**config.mk**
```make
export PLATFORM = sky130hd
export DESIGN_NAME = avalon_pwm_multi
export DESIGN_NICKNAME = d
export VERILOG_FILES = /design/src/rtl/avalon_pwm_multi.sv
export SDC_FILE = /design/constraint.sdc
export NUM_CORES = 1
export LEC_CHECK = 0
export ABC_AREA = 1
export BUFFER_PORTS_ARGS = -buffer_cell sky130_fd_sc_hd__buf_4
export CORE_MARGIN = 2
export CORE_UTILIZATION = 48
export DETAILED_ROUTE_END_ITERATION = 8
export GPL_ROUTABILITY_DRIVEN = 0
export GPL_TIMING_DRIVEN = 1
export PLACE_DENSITY = 0.73
export SYNTH_ARGS = -nofsm -noshare
export SYNTH_HDL_FRONTEND = slang
export SYNTH_SLANG_ARGS = --single-unit
```
**constraint.sdc**
```tcl
create_clock -name csi_clk -period 2.5 [get_ports csi_clk]
set_clock_uncertainty 0.1 [all_clocks]
set_input_delay 0.375 -clock csi_clk [delete_from_list [all_inputs] [get_ports csi_clk]]
set_output_delay 0.375 -clock csi_clk [all_outputs]
set_load 0.02 [all_outputs]
```
**src/rtl/avalon_pwm_multi.sv**
```systemverilog
// Multi-channel PWM generator behind an Avalon-MM slave register file.
// Each channel double-buffers period/duty and adopts the shadow values at its period wrap.
module avalon_pwm_multi #(
  parameter int          NUM_CH     = 4,
  parameter int          CNT_W      = 32,
  parameter int          ADDR_W     = 4,
  parameter int unsigned DEF_PERIOD = 500000,
  parameter int unsigned DEF_DUTY   = 250000
) (
  input  logic              csi_clk,
  input  logic              rsi_rst_n,
  input  logic              avs_s0_chip_select,
  input  logic              avs_s0_read,
  input  logic              avs_s0_write,
  input  logic [ADDR_W-1:0] avs_s0_address,
  input  logic [3:0]        avs_s0_byteenable,
  input  logic [31:0]       avs_s0_writedata,
  output logic [31:0]       avs_s0_readdata,
  output logic              ins_irq,
  output logic [NUM_CH-1:0] coe_pwm_out
);

  localparam logic [CNT_W-1:0] DEF_P = CNT_W'(DEF_PERIOD);
  localparam logic [CNT_W-1:0] DEF_D = CNT_W'(DEF_DUTY);
  localparam logic [CNT_W-1:0] ONE   = CNT_W'(1);

  logic              wr_en;
  logic              rd_en;
  logic              ctrl_hit;
  logic              status_hit;
  logic [NUM_CH-1:0] ch_en_reg;
  logic [NUM_CH-1:0] irq_en_reg;
  logic [NUM_CH-1:0] flag_vec;
  logic [NUM_CH-1:0] pend_vec;
  logic [NUM_CH-1:0] clr_vec;
  logic [31:0]       ctrl_word;
  logic [31:0]       status_word;
  logic [31:0]       rd_word;
  logic [31:0]       readdata_reg;
  logic [CNT_W-1:0]  period_s_arr [NUM_CH];
  logic [CNT_W-1:0]  duty_s_arr   [NUM_CH];

  // Byte-lane write merge; bits at or above CNT_W simply do not exist in the target.
  function automatic logic [CNT_W-1:0] lane_merge(input logic [CNT_W-1:0] old_val,
                                                  input logic [31:0]      wdata,
                                                  input logic [3:0]       lanes);
    logic [CNT_W-1:0] res;
    for (int b = 0; b < CNT_W; b++) begin
      res[b] = lanes[b/8] ? wdata[b] : old_val[b];
    end
    return res;
  endfunction

  assign wr_en      = avs_s0_chip_select & avs_s0_write;
  assign rd_en      = avs_s0_chip_select & avs_s0_read;
  assign ctrl_hit   = wr_en && (avs_s0_address == ADDR_W'(0));
  assign status_hit = wr_en && (avs_s0_address == ADDR_W'(1));
  assign clr_vec    = (status_hit && avs_s0_byteenable[0]) ? avs_s0_writedata[NUM_CH-1:0] : '0;

  always_ff @(posedge csi_clk or negedge rsi_rst_n) begin
    if (!rsi_rst_n) begin
      ch_en_reg  <= '1;
      irq_en_reg <= '0;
    end else if (ctrl_hit) begin
      if (avs_s0_byteenable[0]) ch_en_reg  <= avs_s0_writedata[NUM_CH-1:0];
      if (avs_s0_byteenable[2]) irq_en_reg <= avs_s0_writedata[16 +: NUM_CH];
    end
  end

  for (genvar gi = 0; gi < NUM_CH; gi++) begin : g_ch
    logic [CNT_W-1:0] period_s_reg;
    logic [CNT_W-1:0] duty_s_reg;
    logic [CNT_W-1:0] period_a_reg;
    logic [CNT_W-1:0] duty_a_reg;
    logic [CNT_W-1:0] cnt_reg;
    logic             per_hit;
    logic             duty_hit;
    logic             period_zero;
    logic             at_end;
    logic             wrap;
    logic             load;
    logic             flag_reg;
    logic             pend_reg;
    logic             pwm_reg;

    assign per_hit     = wr_en && (avs_s0_address == ADDR_W'(2 + 2*gi));
    assign duty_hit    = wr_en && (avs_s0_address == ADDR_W'(3 + 2*gi));
    assign period_zero = (period_a_reg == '0);
    assign at_end      = ~period_zero && (cnt_reg == period_a_reg - ONE);
    assign wrap        = ch_en_reg[gi] & at_end;
    // An idle channel (disabled or zero period) tracks its shadow every cycle.
    assign load        = ~ch_en_reg[gi] | period_zero | at_end;

    always_ff @(posedge csi_clk or negedge rsi_rst_n) begin
      if (!rsi_rst_n) begin
        period_s_reg <= DEF_P;
        duty_s_reg   <= DEF_D;
        period_a_reg <= DEF_P;
        duty_a_reg   <= DEF_D;
        cnt_reg      <= '0;
        flag_reg     <= 1'b0;
        pend_reg     <= 1'b0;
        pwm_reg      <= 1'b0;
      end else begin
        if (per_hit)  period_s_reg <= lane_merge(period_s_reg, avs_s0_writedata, avs_s0_byteenable);
        if (duty_hit) duty_s_reg   <= lane_merge(duty_s_reg, avs_s0_writedata, avs_s0_byteenable);
        if (load) begin
          period_a_reg <= period_s_reg;
          duty_a_reg   <= duty_s_reg;
        end
        cnt_reg  <= load ? '0 : cnt_reg + ONE;
        pwm_reg  <= ch_en_reg[gi] & ~period_zero & (cnt_reg < duty_a_reg);
        flag_reg <= wrap | (flag_reg & ~clr_vec[gi]);
        // A write landing on the load cycle keeps the channel pending for the next wrap.
        pend_reg <= per_hit | duty_hit | (pend_reg & ~load);
      end
    end

    assign coe_pwm_out[gi]  = pwm_reg;
    assign flag_vec[gi]     = flag_reg;
    assign pend_vec[gi]     = pend_reg;
    assign period_s_arr[gi] = period_s_reg;
    assign duty_s_arr[gi]   = duty_s_reg;
  end

  always_comb begin
    ctrl_word                = '0;
    ctrl_word[NUM_CH-1:0]    = ch_en_reg;
    ctrl_word[16 +: NUM_CH]  = irq_en_reg;
    status_word              = '0;
    status_word[NUM_CH-1:0]  = flag_vec;
    status_word[16 +: NUM_CH] = pend_vec;
  end

  always_comb begin
    rd_word = '0;
    if (avs_s0_address == ADDR_W'(0)) rd_word = ctrl_word;
    if (avs_s0_address == ADDR_W'(1)) rd_word = status_word;
    for (int i = 0; i < NUM_CH; i++) begin
      if (avs_s0_address == ADDR_W'(2 + 2*i)) rd_word = 32'(period_s_arr[i]);
      if (avs_s0_address == ADDR_W'(3 + 2*i)) rd_word = 32'(duty_s_arr[i]);
    end
  end

  always_ff @(posedge csi_clk or negedge rsi_rst_n) begin
    if (!rsi_rst_n) begin
      readdata_reg <= '0;
    end else if (rd_en) begin
      readdata_reg <= rd_word;
    end
  end

  assign avs_s0_readdata = readdata_reg;
  assign ins_irq         = |(flag_vec & irq_en_reg);

endmodule

```
==> results of run 1 <==
[timing repair]
item | 4_1_cts | 5_1_grt
hold endpoints to repair | 240 | 0
setup buffers | 19 | 32
hold buffers | 5 | 0
pin swaps | 34 | 98
gates cloned | 12 | 42
endpoints found under the setup margin | 392 | 394
resized for setup | 141 | 305
[power by group through the flow]
stage	registers (uW)	clock network (uW)	logic, uW
floorplan	16100	0	16400
global placement	17000	0	24500
detailed placement	17000	0	25100
CTS	16900	11800	27200
global route	17600	12400	33900
finish	17400	11800	31000
[synthesized netlist by cell type (2+ instances only)]
cell type	number	area share
buf_4	20	0.0039
nor2_2	18	0.0030
buf_2	41	0.0054
xor2_1	174	0.040
or2_2	2	0.00033
dfstp_2	116	0.080
buf_6	3	0.00089
a21oi_1	132	0.017
a221oi_1	4	0.00092
dfrtp_1	576	0.38
o22ai_1	3	0.00049
o21ai_1	5	0.00066
a21boi_0	3	0.00059
o21a_1	2	0.00039
nand2_1	1530	0.15
nor4_1	15	0.0025
clkbuf_1	103	0.010
buf_1	16	0.0016
nor2_1	493	0.049
nand3_1	343	0.045
xnor3_1	7	0.0041
nor3_2	2	0.00053
nor3b_1	2	0.00039
o211ai_1	9	0.0018
nand3b_1	14	0.0028
a22o_1	18	0.0041
a31oi_1	2	0.00033
nor3_1	55	0.0072
o221ai_1	3	0.00069
clkinv_1	3	0.00030
nand2_2	8	0.0013
inv_2	7	0.00069
nor2_4	6	0.0018
inv_1	404	0.040
nand3_2	4	0.0011
o21bai_1	11	0.0022
and2_1	3	0.00049
nand4_1	168	0.028
a211oi_1	5	0.00098
ha_1	136	0.045
o2111ai_1	3	0.00069
xnor2_1	60	0.014
o21ai_0	380	0.050
o31ai_1	4	0.00079
[layer usage]
layer | track usage | up-vias | part of all wire
li1 | - | 16900 | -
met1 | 0.400 | 17800 | 0.38
met2 | 0.482 | 2256 | 0.45
met3 | 0.0731 | 577 | 0.11
met4 | 0.169 | 10 | 0.066
met5 | 0.0151 | - | 0.0016
[worst max-delay path: stages (launching register included)]
cell and delay [ps]:
dfrtp_1 430, buf_6 140, nor2_4 130, nand2_4 80
nor2_1 100, buf_4 150, nand2_2 60, o21bai_1 200
nand2_1 100, nand2_1 70, nand2_1 50, nor2_1 120
nand2_1 80, nor2_2 110, nand4_1 110, buf_6 200
buf_16 170, nand3_1 80, nand2_1 130
[cell type report]
type / instances / area [um^2] / area share
multi-input combinational: 3636 / 19700 / 0.410
sequential: 692 / 17500 / 0.363
timing repair buffer: 541 / 5480 / 0.114
clock buffer: 111 / 2160 / 0.0449
inverter: 414 / 1550 / 0.0323
tap: 1050 / 1310 / 0.0273
clock inverter: 28 / 419 / 0.00870
antenna: 1 / 2.50 / 0.0000520
[kinds of logic after synthesis]
kind of cell	share of synthesized area
buffers and inverters	0.0627
and+or+nand+nor	0.294
xor gates and xnor gates	0.0585
AOI/OAI and AO/OA	0.0825
DFF	0.458
adders and majority gates	0.0446
[how the worst max path moves through the flow]
stage / startpoint / to / slack, ps / depth (start not counted)
6_report: g_ch[1].period_a_reg[2] / g_ch[1].period_a_reg[12] / -280 / 18
5_1_grt: g_ch[3].period_a_reg[23] / g_ch[3].duty_a_reg[27] / -430 / 16
4_1_cts: g_ch[0].period_a_reg[1] / g_ch[0].duty_a_reg[2] / -70 / 19
3_5_place_dp: avs_s0_address[1] / avs_s0_readdata[28] / -270 / 14
3_3_place_gp: avs_s0_address[1] / avs_s0_readdata[28] / -230 / 14
2_1_floorplan: g_ch[0].period_a_reg[0] / g_ch[0].cnt_reg[29] / 40 / 16
[stage by stage]
stage / setup slack (ps) / setup TNS [ps] / instances / power [uW]
detailed placement: -268 / -50550 / 6227 / 42100
global route: -426 / -114420 / 6472 / 63800
global placement: -228 / -38060 / 6227 / 41400
finish: -278 / -61540 / 6473 / 60200
floorplan: 37.5 / 0 / 4921 / 32500
CTS: -74.6 / -3450 / 6402 / 56000
==> flow_summary.json, run 1 <==
{
  "status": "finished, violations left",
  "violations": "setup timing",
  "leakagePower_uw": 0.0239,
  "clkSlewWorstSetupHoldPaths_ps": 60,
  "relSlewSlack": 0.459,
  "cts.sink_count": 692,
  "synth_warnings": 0,
  "ys.flop_type": "dfrtp_1",
  "worst_slew_pin_slew_ps": 804,
  "clock_path_buffers": 3,
  "die-width_um": 286,
  "fmax_mhz": 360,
  "ys_async_sr_fraction": 1.00,
  "start_util": 0.483,
  "clk_latency_ps": 650,
  "seqPwrFrac": 0.288,
  "worstPathMaxFanout": 9,
  "final_common_cell": "nand2_1",
  "cp.arrival_ps": 3170,
  "track_usage": 0.310,
  "switching_share": 0.431,
  "die_h_um": 286,
  "cap_violations": 0,
  "htree_levels": 3,
  "ys_seq_area_frac": 0.458,
  "ant_nets": 0,
  "rsz0062_at_grt": "yes",
  "criticalPathCategory": "reg2reg",
  "final_core_util": 0.611,
  "wl_um": 136000,
  "grt_max_degree": 104,
  "wl_per_cell_um": 21.0,
  "drc": 0,
  "clockRootBuffer": "clkbuf_16",
  "synth_nets": 5102,
  "core-area_mm2": 0.0789,
  "portBuffers": 81,
  "finalHoldViolCount": 0,
  "dr.first_iter.drc_count": 4475,
  "clkPwrFrac": 0.197,
  "syn_area_mm2": 0.0381,
  "firstDrtPassIters": 6,
  "antenna_found_initial": 6,
  "final_cell_mix": "nand2_1 (1,422), dfrtp_1 (561), buf_4 (423)",
  "grt_pass1_vias": 35200,
  "routed-via-count": 37500,
  "overflow": 0,
  "placed_cell_area_mm2": 0.0423,
  "holdPathEnd": "g_ch[3].pend_reg",
  "setup_viol": 383,
  "grt_pass1_wl_um": 198000,
  "rr_startpoint": "g_ch[1].period_a_reg[2]",
  "syn_inst": 4921,
  "intPower_uw": 34300,
  "hold_start": "avs_s0_address[2]",
  "synth_edf_count": 0,
  "avgSynthCellArea_um2": 7.75,
  "dp_hpwl_um": 92000,
  "r2r_slack_ps": -280,
  "hold_class": "in2reg",
  "cp-start-kind": "register",
  "n_fill_cell": 6501,
  "ir_drop_mv": 0.728,
  "whs_path_depth": 6,
  "period_share": 1.11,
  "hold_ws_ps": 107,
  "synth_cell_type_count": 52,
  "layout-drive-gt1-share": 0.206,
  "dieArea_mm2": 0.0817,
  "switching_power_uw": 25900,
  "pin_count": 82,
  "rows": 103,
  "fin_nets": 5541,
  "vias_per_cell": 5.79,
  "fin_ws_ps": -278,
  "cts_made_buffers": 75,
  "worst_ep_required_time_ps": 2890,
  "drv_slew": 0,
  "p_comb_frac": 0.515,
  "endpoint_kind": "register",
  "p_per_area_mw_per_mm2": 1250,
  "final_area_mm2": 0.0482,
  "area_delta_synth_final_pct": 26.3,
  "period_needed_ps": 2780,
  "reg2reg_to": "g_ch[1].period_a_reg[12]",
  "r2r_cells": 18,
  "ys_ff_latch": 692,
  "cts_tree": "built"
}
Note: power is estimated with default switching activity, not from simulation.
==> run 2, diff against run 1 <==
Settings changed: CORE_UTILIZATION 48 to 57, GPL_ROUTABILITY_DRIVEN 0 to not set, PLACE_DENSITY 0.73 to 0.76.
==> run 2 against run 1 <==
Register-to-register slack gained 20 ps. Highest routed layer unchanged. Worst hold slack improved by 38 ps. Global-route usage up 7.5 points. Largest power group unchanged. The flow still finishes with violations (setup timing). Clock power up 5%. Total power grew 5.0%. Via count up 0.72%. Utilization increased by 14 points.
==> flow_summary.json, run 2 (same netlist as run 1, synthesis figures left out) <==
{
  "status": "finished, violations left",
  "violations": "setup timing",
  "n_fill_cell": 4654,
  "clkSlewWorstSetupHoldPaths_ps": 70,
  "drv_slew": 0,
  "clk_latency_ps": 650,
  "rr_startpoint": "g_ch[1].period_a_reg[6]",
  "cap_violations": 0,
  "dp.cells": 6098,
  "die_h_um": 263,
  "placed_cell_area_mm2": 0.0426,
  "criticalPathCategory": "reg2reg",
  "r2r_slack_ps": -260,
  "final_common_cell": "nand2_1",
  "p_total_uw": 63200,
  "leakagePower_uw": 0.0246,
  "ant_nets": 0,
  "area_delta_synth_final_pct": 30.4,
  "setup_viol": 394,
  "rsz0062_at_grt": "yes",
  "grt_max_degree": 88,
  "use_met1": 0.509,
  "htree_levels": 3,
  "dr.first_iter.drc_count": 4382,
  "reg2reg_to": "g_ch[1].duty_a_reg[2]",
  "cp-start-kind": "register",
  "max_stage_delay_ps": 440,
  "pin_count": 82,
  "cts_tree": "built",
  "final_cell_mix": "nand2_1 (1,367), dfrtp_1 (553), buf_4 (481)",
  "hold_class": "in2async",
  "finalHoldViolCount": 0,
  "die-width_um": 263,
  "cts.sink_count": 692,
  "cp.arrival_ps": 3250,
  "overflow": 0,
  "portBuffers": 81,
  "fin_setup_tns_ps": -73130,
  "final_cells": 6361,
  "dp_hpwl_um": 93900,
  "wl_per_cell_um": 22.2,
  "track_usage": 0.385,
  "gp_congestion": 1.02,
  "layout-drive-gt1-share": 0.256,
  "wl_um": 141000,
  "r2r_cells": 14,
  "relSlewSlack": 0.467,
  "final_area_mm2": 0.0497,
  "crit_family": "simple AND/OR/NAND/NOR gates",
  "period_share": 1.10,
  "crit_slowest_cell": "dfrtp_1",
  "grt_pass1_vias": 36000,
  "worst_ep_required_time_ps": 2990,
  "period_needed_ps": 2760,
  "clock_path_buffers": 3,
  "fmax_mhz": 362,
  "grt.busiest_layer": "met2",
  "fin_nets": 5611,
  "worst_slew_pin_slew_ps": 799,
  "rows": 94,
  "antenna_found_initial": 7,
  "use_met3": 0.0914,
  "start_util": 0.578,
  "vias_per_cell": 5.94,
  "grt_use_met2": 0.601,
  "grt_pass1_wl_um": 207000,
  "endpoint_kind": "register",
  "drc": 0,
  "routed-via-count": 37800,
  "worstPathCellList": "nor2_2, nand2_2, nor2_4, buf_6, xnor3_1, nor2_1, nand4_1, nor2_4, nand3_2, nand3_4, buf_12, clkbuf_16, nand2_1, nand2_1",
  "cts_made_buffers": 75,
  "worstPathMaxFanout": 8,
  "final_core_util": 0.754,
  "cp_num_buf_inv": 3,
  "clockRootBuffer": "clkbuf_16",
  "fin_ws_ps": -259,
  "ir_drop_mv": 0.823,
  "core-area_mm2": 0.0660,
  "p_per_area_mw_per_mm2": 1270,
  "dieArea_mm2": 0.0690,
  "firstDrtPassIters": 8
}
-- run 2: cell types whose count changed in the layout (fill, tap and decap cells not counted), sizes merged --
cell,before,now
buf,504,584
nand3,348,347
inv,416,413
clkbuf,143,130
nor2,518,517
clkinvlp,4,2
nand2,1540,1538
bufinv,9,12
diode,1,5
clkinv,13,22
-- run 2: how the worst max path moves through the flow --
stage                     slack [ps]                       end               startpoint  cells past startpoint
after floorplan                   40       g_ch[0].cnt_reg[29]  g_ch[0].period_a_reg[0]                     16
after global placement          -150   g_ch[1].period_a_reg[6]  g_ch[1].period_a_reg[1]                     16
after detailed placement        -210    g_ch[0].duty_a_reg[23]  g_ch[0].period_a_reg[0]                     20
after CTS                       -120  g_ch[0].period_a_reg[10]  g_ch[0].period_a_reg[1]                     20
after global routing            -410   g_ch[1].period_a_reg[9]  g_ch[1].period_a_reg[6]                     18
final                           -260     g_ch[1].duty_a_reg[2]  g_ch[1].period_a_reg[6]                     14
-- run 2: layer usage --
metal,part of all wire,vias up
li1,-,17000
met1,0.39,18100
met2,0.45,2069
met3,0.10,527
met4,0.056,8
met5,0.0015,-
-- run 2: timing repair --
| item | in CTS | in global routing |
|---|---|---|
| setup endpoints to repair | 389 | 394 |
| cloned | 30 | 30 |
| resized for setup | 245 | 458 |
| endpoints found under the hold margin | 155 | 0 |
| buffers inserted | 37 | 28 |
| hold buffers | 5 | 0 |
| pin swaps | 65 | 178 |
-- run 2: cell type report --
type	count	area, um^2	area share
flip-flops and latches	692	17500	0.352
well taps	864	1080	0.0217
diodes	5	12.5	0.000252
inverters	414	1550	0.0312
multi-input cells	3632	20600	0.414
repair buffers	615	6290	0.126
clock inverters	35	529	0.0106
clock buffers	104	2180	0.0438
-- run 2: where the power goes --
| group | internal, uW | total (uW) | switching, uW |
|---|---|---|---|
| sequential | 14200 | 17500 | 3260 |
| clock | 7370 | 12400 | 4980 |
| combinational | 14300 | 33400 | 19100 |
| total | 35900 | 63200 | 27300 |
-- run 2: worst reg2reg max path, delay by kind of cell, from the launching register on --
family                    cells  cell delay [ps]
xor gates and xnor gates      1              200
DFF                           1              440
and+or+nand+nor              10             1430
buffers and inverters         3              530
-- run 2: per-stage QoR --
stage | hold WS (ps) | setup WS, ps
2_1_floorplan | -20.6 | 37.5
3_3_place_gp | 214 | -149
3_5_place_dp | 209 | -210
4_1_cts | 123 | -125
5_1_grt | 178 | -413
6_report | 145 | -259
